--- config.mk ---
export PLATFORM = sky130hd
export DESIGN_NAME = mem_req_arbiter
export DESIGN_NICKNAME = d
export VERILOG_FILES = /design/src/rtl/arthas_mem_pkg.sv /design/src/rtl/mem_req_arbiter_rr_ptr.sv /design/src/rtl/mem_req_arbiter.sv
export SDC_FILE = /design/constraint.sdc
export NUM_CORES = 1
export LEC_CHECK = 0
export CORE_AREA = 2 2 126 128
export DETAILED_ROUTE_END_ITERATION = 8
export DIE_AREA = 0 0 128 130
export PLACE_DENSITY = 0.76
export SLEW_MARGIN = 20
export SYNTH_ARGS = -nofsm -noshare
export SYNTH_HDL_FRONTEND = slang
export SYNTH_SLANG_ARGS = --single-unit
--- constraint.sdc ---
create_clock -name clk_bus -period 3.35 [get_ports clk_bus]
set_input_delay 0.335 -clock clk_bus [delete_from_list [all_inputs] [get_ports clk_bus]]
set_output_delay 0.335 -clock clk_bus [all_outputs]
set_load 0.005 [all_outputs]
--- src/rtl/arthas_mem_pkg.sv ---
// Shared definitions for the memory request path.
// Used by the arbiter and by the port controllers.
// Contents:
//   WIDTH_P_ID, WIDTH_MEM_ADDR, WIDTH_REQ - request field widths
//   mem_req_t                             - packed request {p_id, addr}
//   arb_state_t                           - arbiter state encoding
package arthas_mem_pkg;

  localparam int WIDTH_P_ID     = 6;
  localparam int WIDTH_MEM_ADDR = 28;
  localparam int WIDTH_REQ      = WIDTH_P_ID + WIDTH_MEM_ADDR;

  typedef struct packed {
    logic [WIDTH_P_ID-1:0]     p_id;
    logic [WIDTH_MEM_ADDR-1:0] addr;
  } mem_req_t;

  typedef enum logic [1:0] {
    ARB_IDLE  = 2'd0,
    ARB_GRANT = 2'd1,
    ARB_WAIT  = 2'd2,
    ARB_ISSUE = 2'd3
  } arb_state_t;

endpackage

--- src/rtl/mem_req_arbiter_rr_ptr.sv ---
// rr_ptr: round-robin pointer register.
// Ports:
//   i_clk - clock
//   i_rst - synchronous active-high reset, clears the pointer to 0
//   i_adv - advance the pointer by one, wrapping after NUM_PC-1
//   o_ptr - current pointer value
module rr_ptr #(
  parameter int NUM_PC = 4,
  parameter int PTR_W  = (NUM_PC > 1) ? $clog2(NUM_PC) : 1
) (
  input  logic             i_clk,
  input  logic             i_rst,
  input  logic             i_adv,
  output logic [PTR_W-1:0] o_ptr
);

  logic [PTR_W-1:0] r_ptr;

  // Pointer register: advances on request, wraps at the last port.
  always_ff @(posedge i_clk) begin
    if (i_rst) begin
      r_ptr <= {PTR_W{1'b0}};
    end else if (i_adv) begin
      if (r_ptr == PTR_W'(NUM_PC - 1)) begin
        r_ptr <= {PTR_W{1'b0}};
      end else begin
        r_ptr <= r_ptr + PTR_W'(1);
      end
    end else begin
      r_ptr <= r_ptr;
    end
  end

  assign o_ptr = r_ptr;

endmodule

--- src/rtl/mem_req_arbiter.sv ---
// mem_req_arbiter: shares one memory read port among NUM_PC port controllers.
// A one-hot token visits ports in round-robin order; a returned request is
// forwarded to memory, and read data is steered back by port ID.
// Ports:
//   clk_bus, rst_bus        - clock, synchronous active-high reset
//   tk_en                   - one-hot token to port controllers
//   rd_req_en, rd_req_in    - per-port request strobe and flattened {p_id, addr}
//   mem_req_valid/ready/id/addr - request handshake to memory
//   mem_rsp_valid/id/data   - read response from memory
//   rd_data_mem2pc(_en)     - broadcast read data and one-hot valid per port
//   err                     - sticky protocol error
module mem_req_arbiter #(
  parameter int NUM_PC          = 4,
  parameter int WIDTH_BUS       = 64,
  parameter int WIDTH_P_ID      = arthas_mem_pkg::WIDTH_P_ID,
  parameter int WIDTH_MEM_ADDR  = arthas_mem_pkg::WIDTH_MEM_ADDR,
  parameter int MAX_OUTSTANDING = 4
) (
  input  logic                                         clk_bus,
  input  logic                                         rst_bus,
  output logic [NUM_PC-1:0]                            tk_en,
  input  logic [NUM_PC-1:0]                            rd_req_en,
  input  logic [NUM_PC*(WIDTH_P_ID+WIDTH_MEM_ADDR)-1:0] rd_req_in,
  output logic                                         mem_req_valid,
  input  logic                                         mem_req_ready,
  output logic [WIDTH_P_ID-1:0]                        mem_req_id,
  output logic [WIDTH_MEM_ADDR-1:0]                    mem_req_addr,
  input  logic                                         mem_rsp_valid,
  input  logic [WIDTH_P_ID-1:0]                        mem_rsp_id,
  input  logic [WIDTH_BUS-1:0]                         mem_rsp_data,
  output logic [WIDTH_BUS-1:0]                         rd_data_mem2pc,
  output logic [NUM_PC-1:0]                            rd_data_mem2pc_en,
  output logic                                         err
);
  import arthas_mem_pkg::*;

  localparam int PTR_W = (NUM_PC > 1) ? $clog2(NUM_PC) : 1;
  localparam int OUT_W = $clog2(MAX_OUTSTANDING + 1);
  localparam int REQ_W = WIDTH_P_ID + WIDTH_MEM_ADDR;

  arb_state_t                r_state;
  arb_state_t                w_next_state;
  logic [PTR_W-1:0]          w_ptr;
  logic [PTR_W-1:0]          r_g;
  logic [OUT_W-1:0]          r_outstanding;
  logic [NUM_PC-1:0]         r_tk_en;
  logic                      r_mem_req_valid;
  logic [WIDTH_P_ID-1:0]     r_mem_req_id;
  logic [WIDTH_MEM_ADDR-1:0] r_mem_req_addr;
  logic [WIDTH_BUS-1:0]      r_rd_data;
  logic [NUM_PC-1:0]         r_rd_data_en;
  logic                      r_err;

  mem_req_t                  w_sel_req;
  logic                      w_sel_en;
  logic                      w_id_ok;
  logic [NUM_PC-1:0]         w_g_onehot;
  logic                      w_stray_req;
  logic                      w_hs;
  logic                      w_rsp_ok;
  logic                      w_rsp_dec;
  logic                      w_can_grant;
  logic                      w_err_set;

  // The pointer only moves when a granted slot is resolved in WAIT; at that
  // point it still equals the latched grant, so advancing it yields g+1.
  rr_ptr #(.NUM_PC(NUM_PC), .PTR_W(PTR_W)) u_rr_ptr (
    .i_clk (clk_bus),
    .i_rst (rst_bus),
    .i_adv (r_state == ARB_WAIT),
    .o_ptr (w_ptr)
  );

  assign w_sel_req   = rd_req_in[int'(r_g)*REQ_W +: REQ_W];
  assign w_sel_en    = rd_req_en[r_g];
  assign w_id_ok     = (w_sel_req.p_id == WIDTH_P_ID'(r_g));
  assign w_g_onehot  = NUM_PC'(1) << r_g;
  // Only the granted port may strobe, and only while its slot is open.
  assign w_stray_req = (r_state == ARB_WAIT) ? |(rd_req_en & ~w_g_onehot) : |rd_req_en;
  assign w_hs        = r_mem_req_valid & mem_req_ready;
  assign w_rsp_ok    = mem_rsp_valid & (mem_rsp_id < WIDTH_P_ID'(NUM_PC));
  assign w_rsp_dec   = w_rsp_ok & (r_outstanding != OUT_W'(0));
  assign w_can_grant = (r_outstanding < OUT_W'(MAX_OUTSTANDING));
  assign w_err_set   = w_stray_req
                     | ((r_state == ARB_WAIT) & w_sel_en & ~w_id_ok)
                     | (mem_rsp_valid & ~w_rsp_ok)
                     | (w_rsp_ok & (r_outstanding == OUT_W'(0)));

  // Next-state decode for the grant/issue sequence.
  always_comb begin
    w_next_state = r_state;
    case (r_state)
      ARB_IDLE: begin
        if (w_can_grant) w_next_state = ARB_GRANT;
        else             w_next_state = ARB_IDLE;
      end
      ARB_GRANT: w_next_state = ARB_WAIT;
      ARB_WAIT: begin
        if (w_sel_en && w_id_ok) w_next_state = ARB_ISSUE;
        else                     w_next_state = ARB_IDLE;
      end
      ARB_ISSUE: begin
        if (mem_req_ready) w_next_state = ARB_IDLE;
        else               w_next_state = ARB_ISSUE;
      end
      default: w_next_state = ARB_IDLE;
    endcase
  end

  // State register.
  always_ff @(posedge clk_bus) begin
    if (rst_bus) r_state <= ARB_IDLE;
    else         r_state <= w_next_state;
  end

  // Registered outputs, grant latch, outstanding counter and error flag.
  always_ff @(posedge clk_bus) begin
    if (rst_bus) begin
      r_tk_en         <= {NUM_PC{1'b0}};
      r_g             <= {PTR_W{1'b0}};
      r_outstanding   <= {OUT_W{1'b0}};
      r_mem_req_valid <= 1'b0;
      r_mem_req_id    <= {WIDTH_P_ID{1'b0}};
      r_mem_req_addr  <= {WIDTH_MEM_ADDR{1'b0}};
      r_rd_data       <= {WIDTH_BUS{1'b0}};
      r_rd_data_en    <= {NUM_PC{1'b0}};
      r_err           <= 1'b0;
    end else begin
      // Token is raised for exactly the GRANT cycle.
      if (r_state == ARB_IDLE && w_can_grant) r_tk_en <= NUM_PC'(1) << w_ptr;
      else                                    r_tk_en <= {NUM_PC{1'b0}};

      if (r_state == ARB_GRANT) r_g <= w_ptr;
      else                      r_g <= r_g;

      if (r_state == ARB_WAIT && w_sel_en && w_id_ok) begin
        r_mem_req_valid <= 1'b1;
        r_mem_req_id    <= w_sel_req.p_id;
        r_mem_req_addr  <= w_sel_req.addr;
      end else if (w_hs) begin
        r_mem_req_valid <= 1'b0;
      end else begin
        r_mem_req_valid <= r_mem_req_valid;
      end

      case ({w_hs, w_rsp_dec})
        2'b10:   r_outstanding <= r_outstanding + OUT_W'(1);
        2'b01:   r_outstanding <= r_outstanding - OUT_W'(1);
        default: r_outstanding <= r_outstanding;
      endcase

      if (w_rsp_ok) begin
        r_rd_data    <= mem_rsp_data;
        r_rd_data_en <= NUM_PC'(1) << mem_rsp_id;
      end else begin
        r_rd_data_en <= {NUM_PC{1'b0}};
      end

      r_err <= r_err | w_err_set;
    end
  end

  assign tk_en             = r_tk_en;
  assign mem_req_valid     = r_mem_req_valid;
  assign mem_req_id        = r_mem_req_id;
  assign mem_req_addr      = r_mem_req_addr;
  assign rd_data_mem2pc    = r_rd_data;
  assign rd_data_mem2pc_en = r_rd_data_en;
  assign err               = r_err;

endmodule

=== Yosys cells after proc, flatten, opt, wreduce, memory -nomap -nowiden ===
Cells that the tools add are included.

* Bits in registers: 117
* Bits of input ports: 214
* Output and inout port bits: 108
* Logic and storage cells: 69

* Add/subtract/negate cells: 3
* Multiply operators: 1
* Magnitude comparators: 3
* Equal/unequal tests: 7
* Shift operators: 4
* Muxes and demuxes: 11
* Bitwise operators: 16
* Reductions and logical operators: 13

{| class="wikitable"
|+ Operators with widths
! operator !! number
|-
| $shiftx A136 B9 Y34 || 1
|-
| $eq A2 B2 Y1 const B || 4
|-
| $pmux W2 S4 || 1
|-
| $reduce_or A4 Y1 || 2
|-
| $shl A1 B2 Y4 const A || 2
|-
| $and A1 B1 Y1 || 7
|-
| $mul A2 B5 Y7 const B || 1
|-
| $eq A6 B2 Y1 || 1
|-
| $lt A6 B3 Y1 const B || 1
|-
| $mux W2 || 3
|-
| $pmux W3 S2 || 1
|-
| $shl A1 B6 Y4 const A || 1
|-
| $mux W1 || 5
|-
| $and A4 B4 Y4 || 1
|-
| $eq A2 B1 Y1 const B || 2
|-
| $logic_and A1 B1 Y1 || 4
|-
| $not A4 Y4 || 1
|-
| $or A1 B1 Y1 || 4
|-
| $reduce_bool A2 Y1 || 2
|-
| $reduce_or A2 Y1 || 2
|-
| $add A3 B1 Y3 const B || 1
|-
| $logic_not A3 Y1 || 1
|-
| $lt A2 B3 Y1 const B || 1
|-
| $lt A3 B3 Y1 const B || 1
|-
| other kinds (6) || 8
|}

=== Longest topological paths before layout ===
* Depth after elaboration: 9
* Mapped depth: 10
* Gate-level depth less buffers: 9

=== Modules after synthesis ===
From an unflattened synthesis, not the netlist that was laid out.

* Cells, all modules: 567
* Area total of the unflattened synthesis: 5175.0 um^2

{| class="wikitable"
|+ By module, submodules not included
! module !! times used !! cells an instance !! area each (um^2) !! seq. area each (um^2)
|-
| mem_req_arbiter || 1 || 559 || 5088.6 || 2302.2
|-
| rr_ptr || 1 || 8 || 86.3 || 40.0
|}

=== Least setup slack after synthesis ===
Ideal clock, no wire load.

* Kind: input to register
* From: input mem_rsp_id[5]
* To: register r_outstanding[2]
* Library setup time: 0.070 ns
* Arrival time: 2.340 ns
* Data required time: 3.280 ns
* Setup slack: 0.940 ns
* Cell stages on the path: 10
* Buffers on the path: 1
* Cell sequence: nor4_1 -> nand2_1 -> clkbuf_1 -> nor2_1 -> ha_1 -> inv_1 -> fa_1 -> xor2_1 -> or3_1 -> a21oi_1

* Longest elaborated chain between the ends: 5
* Elaborated cells on any way between the ends: 7
* Classes of those cells: order compare (1); eq/ne (2); mux (1); bitwise (2); reduce/logical (1)

{| class="wikitable"
|+ Ends and longest elaborated chain
! item !! line !! source
|-
| start: declaration || mem_req_arbiter.sv:29 || <nowiki>input logic [WIDTH_P_ID-1:0] mem_rsp_id,</nowiki>
|-
| $lt A6 B3 Y1 * || mem_req_arbiter.sv:81 || <nowiki>assign w_rsp_ok = mem_rsp_valid & (mem_rsp_id < WIDTH_P_ID'(NUM_PC));</nowiki>
|-
| $and A1 B1 Y1 * || mem_req_arbiter.sv:81 ||
|-
| $and A1 B1 Y1 * || mem_req_arbiter.sv:82 || <nowiki>assign w_rsp_dec = w_rsp_ok & (r_outstanding != OUT_W'(0));</nowiki>
|-
| $eq A2 B1 Y1 or $eq A2 B2 Y1 (tied branches) || mem_req_arbiter.sv:146 || <nowiki>case ({w_hs, w_rsp_dec})</nowiki>
|-
| $pmux W3 S2 or $reduce_bool A2 Y1 (tied branches) || - ||
|-
| end signal: assignment || mem_req_arbiter.sv:147 || <nowiki>2'b10: r_outstanding <= r_outstanding + OUT_W'(1);</nowiki>
|-
| end signal: assignment || mem_req_arbiter.sv:148 || <nowiki>2'b01: r_outstanding <= r_outstanding - OUT_W'(1);</nowiki>
|-
| end signal: assignment || mem_req_arbiter.sv:149 || <nowiki>default: r_outstanding <= r_outstanding;</nowiki>
|-
| end: declaration || mem_req_arbiter.sv:45 || <nowiki>logic [OUT_W-1:0] r_outstanding;</nowiki>
|}

Mark *: on every way between the ends. The rest lies on a longest branch, timed or not.
A chain may end at the register's enable or synchronous reset.

=== Final worst setup path ===
* From: register r_g[0]
* To: register r_state[0]

* Longest elaborated chain between the ends: 6
* Elaborated cells on any way between the ends: 8
* Classes of those cells: mul (1); eq/ne (1); shift (1); mux (4); reduce/logical (1)

{| class="wikitable"
|+ Ends and longest elaborated chain
! item !! line !! source
|-
| start: declaration || mem_req_arbiter.sv:44 || <nowiki>logic [PTR_W-1:0] r_g;</nowiki>
|-
| start signal: assignment || mem_req_arbiter.sv:120 || <nowiki>r_g <= {PTR_W{1'b0}};</nowiki>
|-
| start signal: assignment || mem_req_arbiter.sv:133 || <nowiki>if (r_state == ARB_GRANT) r_g <= w_ptr;</nowiki>
|-
| start signal: assignment || mem_req_arbiter.sv:134 || <nowiki>else r_g <= r_g;</nowiki>
|-
| $mul A2 B5 Y7 || mem_req_arbiter.sv:74 || <nowiki>assign w_sel_req = rd_req_in[int'(r_g)*REQ_W +: REQ_W];</nowiki>
|-
| $shiftx A136 B9 Y34 || mem_req_arbiter.sv:74 ||
|-
| $eq A6 B2 Y1 || mem_req_arbiter.sv:76 || <nowiki>assign w_id_ok = (w_sel_req.p_id == WIDTH_P_ID'(r_g));</nowiki>
|-
| $logic_and A1 B1 Y1 * || mem_req_arbiter.sv:99 || <nowiki>if (w_sel_en && w_id_ok) w_next_state = ARB_ISSUE;</nowiki>
|-
| $mux W2 * || mem_req_arbiter.sv:99 ||
|-
| $pmux W2 S4 * || mem_req_arbiter.sv:92 || <nowiki>case (r_state)</nowiki>
|-
| end signal: assignment || mem_req_arbiter.sv:113 || <nowiki>else r_state <= w_next_state;</nowiki>
|-
| end: declaration || mem_req_arbiter.sv:41 || <nowiki>arb_state_t r_state;</nowiki>
|}

Mark *: on every way between the ends. The rest lies on a longest branch, timed or not. The select of a mux whose other input is x is not followed.

==> impl_metrics.env <==
export IMPL_min_period_over_period=0.752
export IMPL_viasPerCell=5.01
export IMPL_path_delay_family="compound AO/OA/AOI/OAI gates"
export IMPL_dieArea_um2=16600
export IMPL_yosysUniqueCellTypes=47
export IMPL_p_sw_frac=0.215
export IMPL_worst_clock_skew_ps=6.58
export IMPL_worst_path_buf_inv=1
export IMPL_post_route_util=0.587
export IMPL_drt_iter0_markers=364
export IMPL_via_count=5377
export IMPL_cts_tree="built"
export IMPL_slew_violations=0
export IMPL_leakagePower_nw=3.05
export IMPL_synth_top_area_frac=0.439
export IMPL_diodes=0
export IMPL_gp_congestion=0.830
export IMPL_crit_chain="buf_4 > mux2_2 > a211oi_2 > o221a_4 > nand2_2 > a221oi_2"
export IMPL_report_final_setup_viol=0
export IMPL_p_comb_frac=0.129
export IMPL_drive_gt1_frac=0.0670
export IMPL_avgRoutedWirePerCell_um=16.9
export IMPL_end_kind="register"
export IMPL_floorplan_initialDensity=0.346
export IMPL_crit_required_ps=3660
export IMPL_dieHeight_um=130
export IMPL_hold_buffers=0
export IMPL_crit_type="reg -> reg"
export IMPL_totalWireLength_um=18100
export IMPL_nNetsFinal=1088
export IMPL_critPathMaxStageDelay_ps=500
export IMPL_io_pins=322
export IMPL_timing_fmax_mhz=397
export IMPL_dieWidth_um=128
export IMPL_cts_sinks=117
export IMPL_synthTopCellsByArea="dfxtp_1, mux4_1, nand2_1"
export IMPL_cts_max_level=4
export IMPL_grt_max_degree=78
export IMPL_cts_root_buf="clkbuf_16"
export IMPL_areaGrowthSynthToFinish_pct=69.7
export IMPL_grtUsageTotal=0.212
export IMPL_vdd_drop_max_mv=0.387
export IMPL_synth_avg_cell_area_um2=9.39
export IMPL_synth_fp_nets=785
export IMPL_syn_inst=568
export IMPL_antenna_found_initial=0
export IMPL_drc=0
export IMPL_synth_edf_count=0
export IMPL_ys_seq_area_frac=0.439
export IMPL_finalCriticalPeriod_ps=2520
export IMPL_slew_limit_headroom=0.454
export IMPL_fin_area_um2=9060
export IMPL_port_buffers=321
export IMPL_critPathSlowestCell="o221a_4"
export IMPL_synth_seq_cells=117
export IMPL_cts_resized=0
export IMPL_dpl_cell_area_um2=8530
export IMPL_cp_max_fo=31
export IMPL_cellPowerDensity_nw_per_um2=387
export IMPL_yosys_most_used_dff="dfxtp_1"
export IMPL_worstMarginPinSlew_ps=820
export IMPL_ctsLongestPathBuffers=2
export IMPL_finalHoldViolCount=0
export IMPL_tns_ps=0
export IMPL_seqPwrFrac=0.408
export IMPL_syn_cell_area_um2=5340
export IMPL_grt_pass1_vias=5063
export IMPL_setup_ws_ps=829
export IMPL_rows=46
export IMPL_gr_total_overflow=0
export IMPL_cp_start_kind="register"
export IMPL_ys_warn_count=0
export IMPL_intPower_mw=2.75
export IMPL_whs_ps=450
export IMPL_postRouteAntennaNets=0
export IMPL_synth_async_sr_flop_share=0
export IMPL_rsz0062_at_grt="false"
export IMPL_post_cts_buffers=0
export IMPL_dp_hpwl_um=13300
export IMPL_worstSkewPairLatency_ps=400
export IMPL_p_clk_frac=0.463
export IMPL_synth_top_area_cell="dfxtp_1"
export IMPL_dp_slack_ps=654
export IMPL_coreArea_um2=15400
export IMPL_first_pass_iters=5
export IMPL_p_sw_mw=0.754
export IMPL_cts_inserted_buffers=17
export IMPL_maxCapViolations=0
export IMPL_critPathArrivalTime_ps=2830
export IMPL_grt_pass1_wl_um=27100
export IMPL_hp_class="reg -> reg"
export IMPL_status="finished clean"
export IMPL_cts_clk_slew_worst_paths_ps=50
## path summary, 6_finish.rpt
kind | slack, ps | cells after the start | startpoint | end
setup / recovery | 830 | 6 | r_g[0]$_SDFFE_PP0P_ | r_state[0]$_SDFF_PP0_
hold / removal | 450 | 2 | rd_data_mem2pc[25]$_SDFFE_PP0P_ | rd_data_mem2pc[25]$_SDFFE_PP0P_
setup reg to reg | 830 | 6 | r_g[0]$_SDFFE_PP0P_ | r_state[0]$_SDFF_PP0_
hold reg to reg | 450 | 2 | rd_data_mem2pc[25]$_SDFFE_PP0P_ | rd_data_mem2pc[25]$_SDFFE_PP0P_
## metal layers
| layer | global-route usage | vias to the layer above | part of all wire |
|---|---|---|---|
| met5 | 0 | - | 0 |
| li1 | - | 2618 | - |
| met3 | 0.0652 | 16 | 0.068 |
| met1 | 0.249 | 2547 | 0.40 |
| met4 | 0.0718 | 0 | 0.015 |
| met2 | 0.369 | 196 | 0.51 |
## cell usage after synthesis (5+ instances only)
cell type	count
mux4_1	22
dfxtp_1	117
nand3_1	31
clkbuf_1	20
nand2_1	135
clkbuf_8	8
nor2b_1	5
nor3b_1	5
mux4_2	7
o21ai_0	29
nor2_1	15
buf_6	10
a21oi_1	101
## power groups by stage
| stage | Combinational, mW | Clock (mW) | Sequential, mW |
|---|---|---|---|
| floorplan | 0.154 | 0 | 1.45 |
| global placement | 0.448 | 0 | 1.46 |
| detailed placement | 0.451 | 0 | 1.46 |
| CTS | 0.453 | 1.66 | 1.43 |
| global route | 0.482 | 1.72 | 1.43 |
| finish | 0.451 | 1.62 | 1.43 |
## cell type report
| cell class | count | area (um2) |
|---|---|---|
| tap | 192 | 240 |
| sequential | 117 | 2340 |
| clock inverter | 4 | 22.5 |
| clock buffer | 25 | 505 |
| multi-input combinational | 400 | 2640 |
| inverter | 4 | 15.0 |
| timing repair buffer | 331 | 3290 |
| fill | 1367 | 6370 |
## per-stage QoR
step	total power [mW]	std cells
3_3_place_gp	1.91	1044
2_1_floorplan	1.61	568
3_5_place_dp	1.91	1044
6_report	3.50	1073
5_1_grt	3.63	1073
4_1_cts	3.54	1073
## worst reg2reg max path: stages, from the launching register on
cell and delay, ps:
dfxtp_2 490, buf_4 350, mux2_2 410, a211oi_2 300, o221a_4 500, nand2_2 140, a221oi_2 250
## cells in the final DEF, fill, tap and decap left out, types with 2 or more instances in the layout
cell and count:
clkbuf_1 3, xor2_1 2, clkbuf_16 17, nor3b_1 5
inv_1 4, nor4b_1 2, clkbuf_8 5, o21ai_0 29
mux2i_1 4, mux2_2 2, buf_4 11, nor3_1 3
clkdlybuf4s50_1 320, a211oi_1 3, mux4_2 7, nor2b_1 5
ha_1 2, mux4_1 22, a21oi_1 101, nand3_1 31
nand2_2 2, nor2_1 15, nor4_1 4, and2b_2 3
nand2_1 134, o21ai_1 3, nand2b_1 4, dfxtp_1 116
clkinv_2 3
## sequential cells by signal (all words and copies together), names as in the netlist
| register | flops |
|---|---|
| r_outstanding | 3 |
| r_g | 2 |
| mem_req_id | 6 |
| tk_en | 4 |
| r_state | 2 |
| u_rr_ptr.o_ptr | 2 |
| rd_data_mem2pc | 64 |
| err | 1 |
| mem_req_valid | 1 |
| mem_req_addr | 28 |
| rd_data_mem2pc_en | 4 |
## logic make-up after synthesis
| family | synth area share |
|---|---|
| buf+inv | 0.0675 |
| simple gates | 0.178 |
| xor+xnor | 0.00328 |
| flops | 0.439 |
| compound gates | 0.150 |
| fa+ha+maj | 0.00844 |
| mux | 0.154 |
No activity file was read; power rests on OpenSTA's default activity.
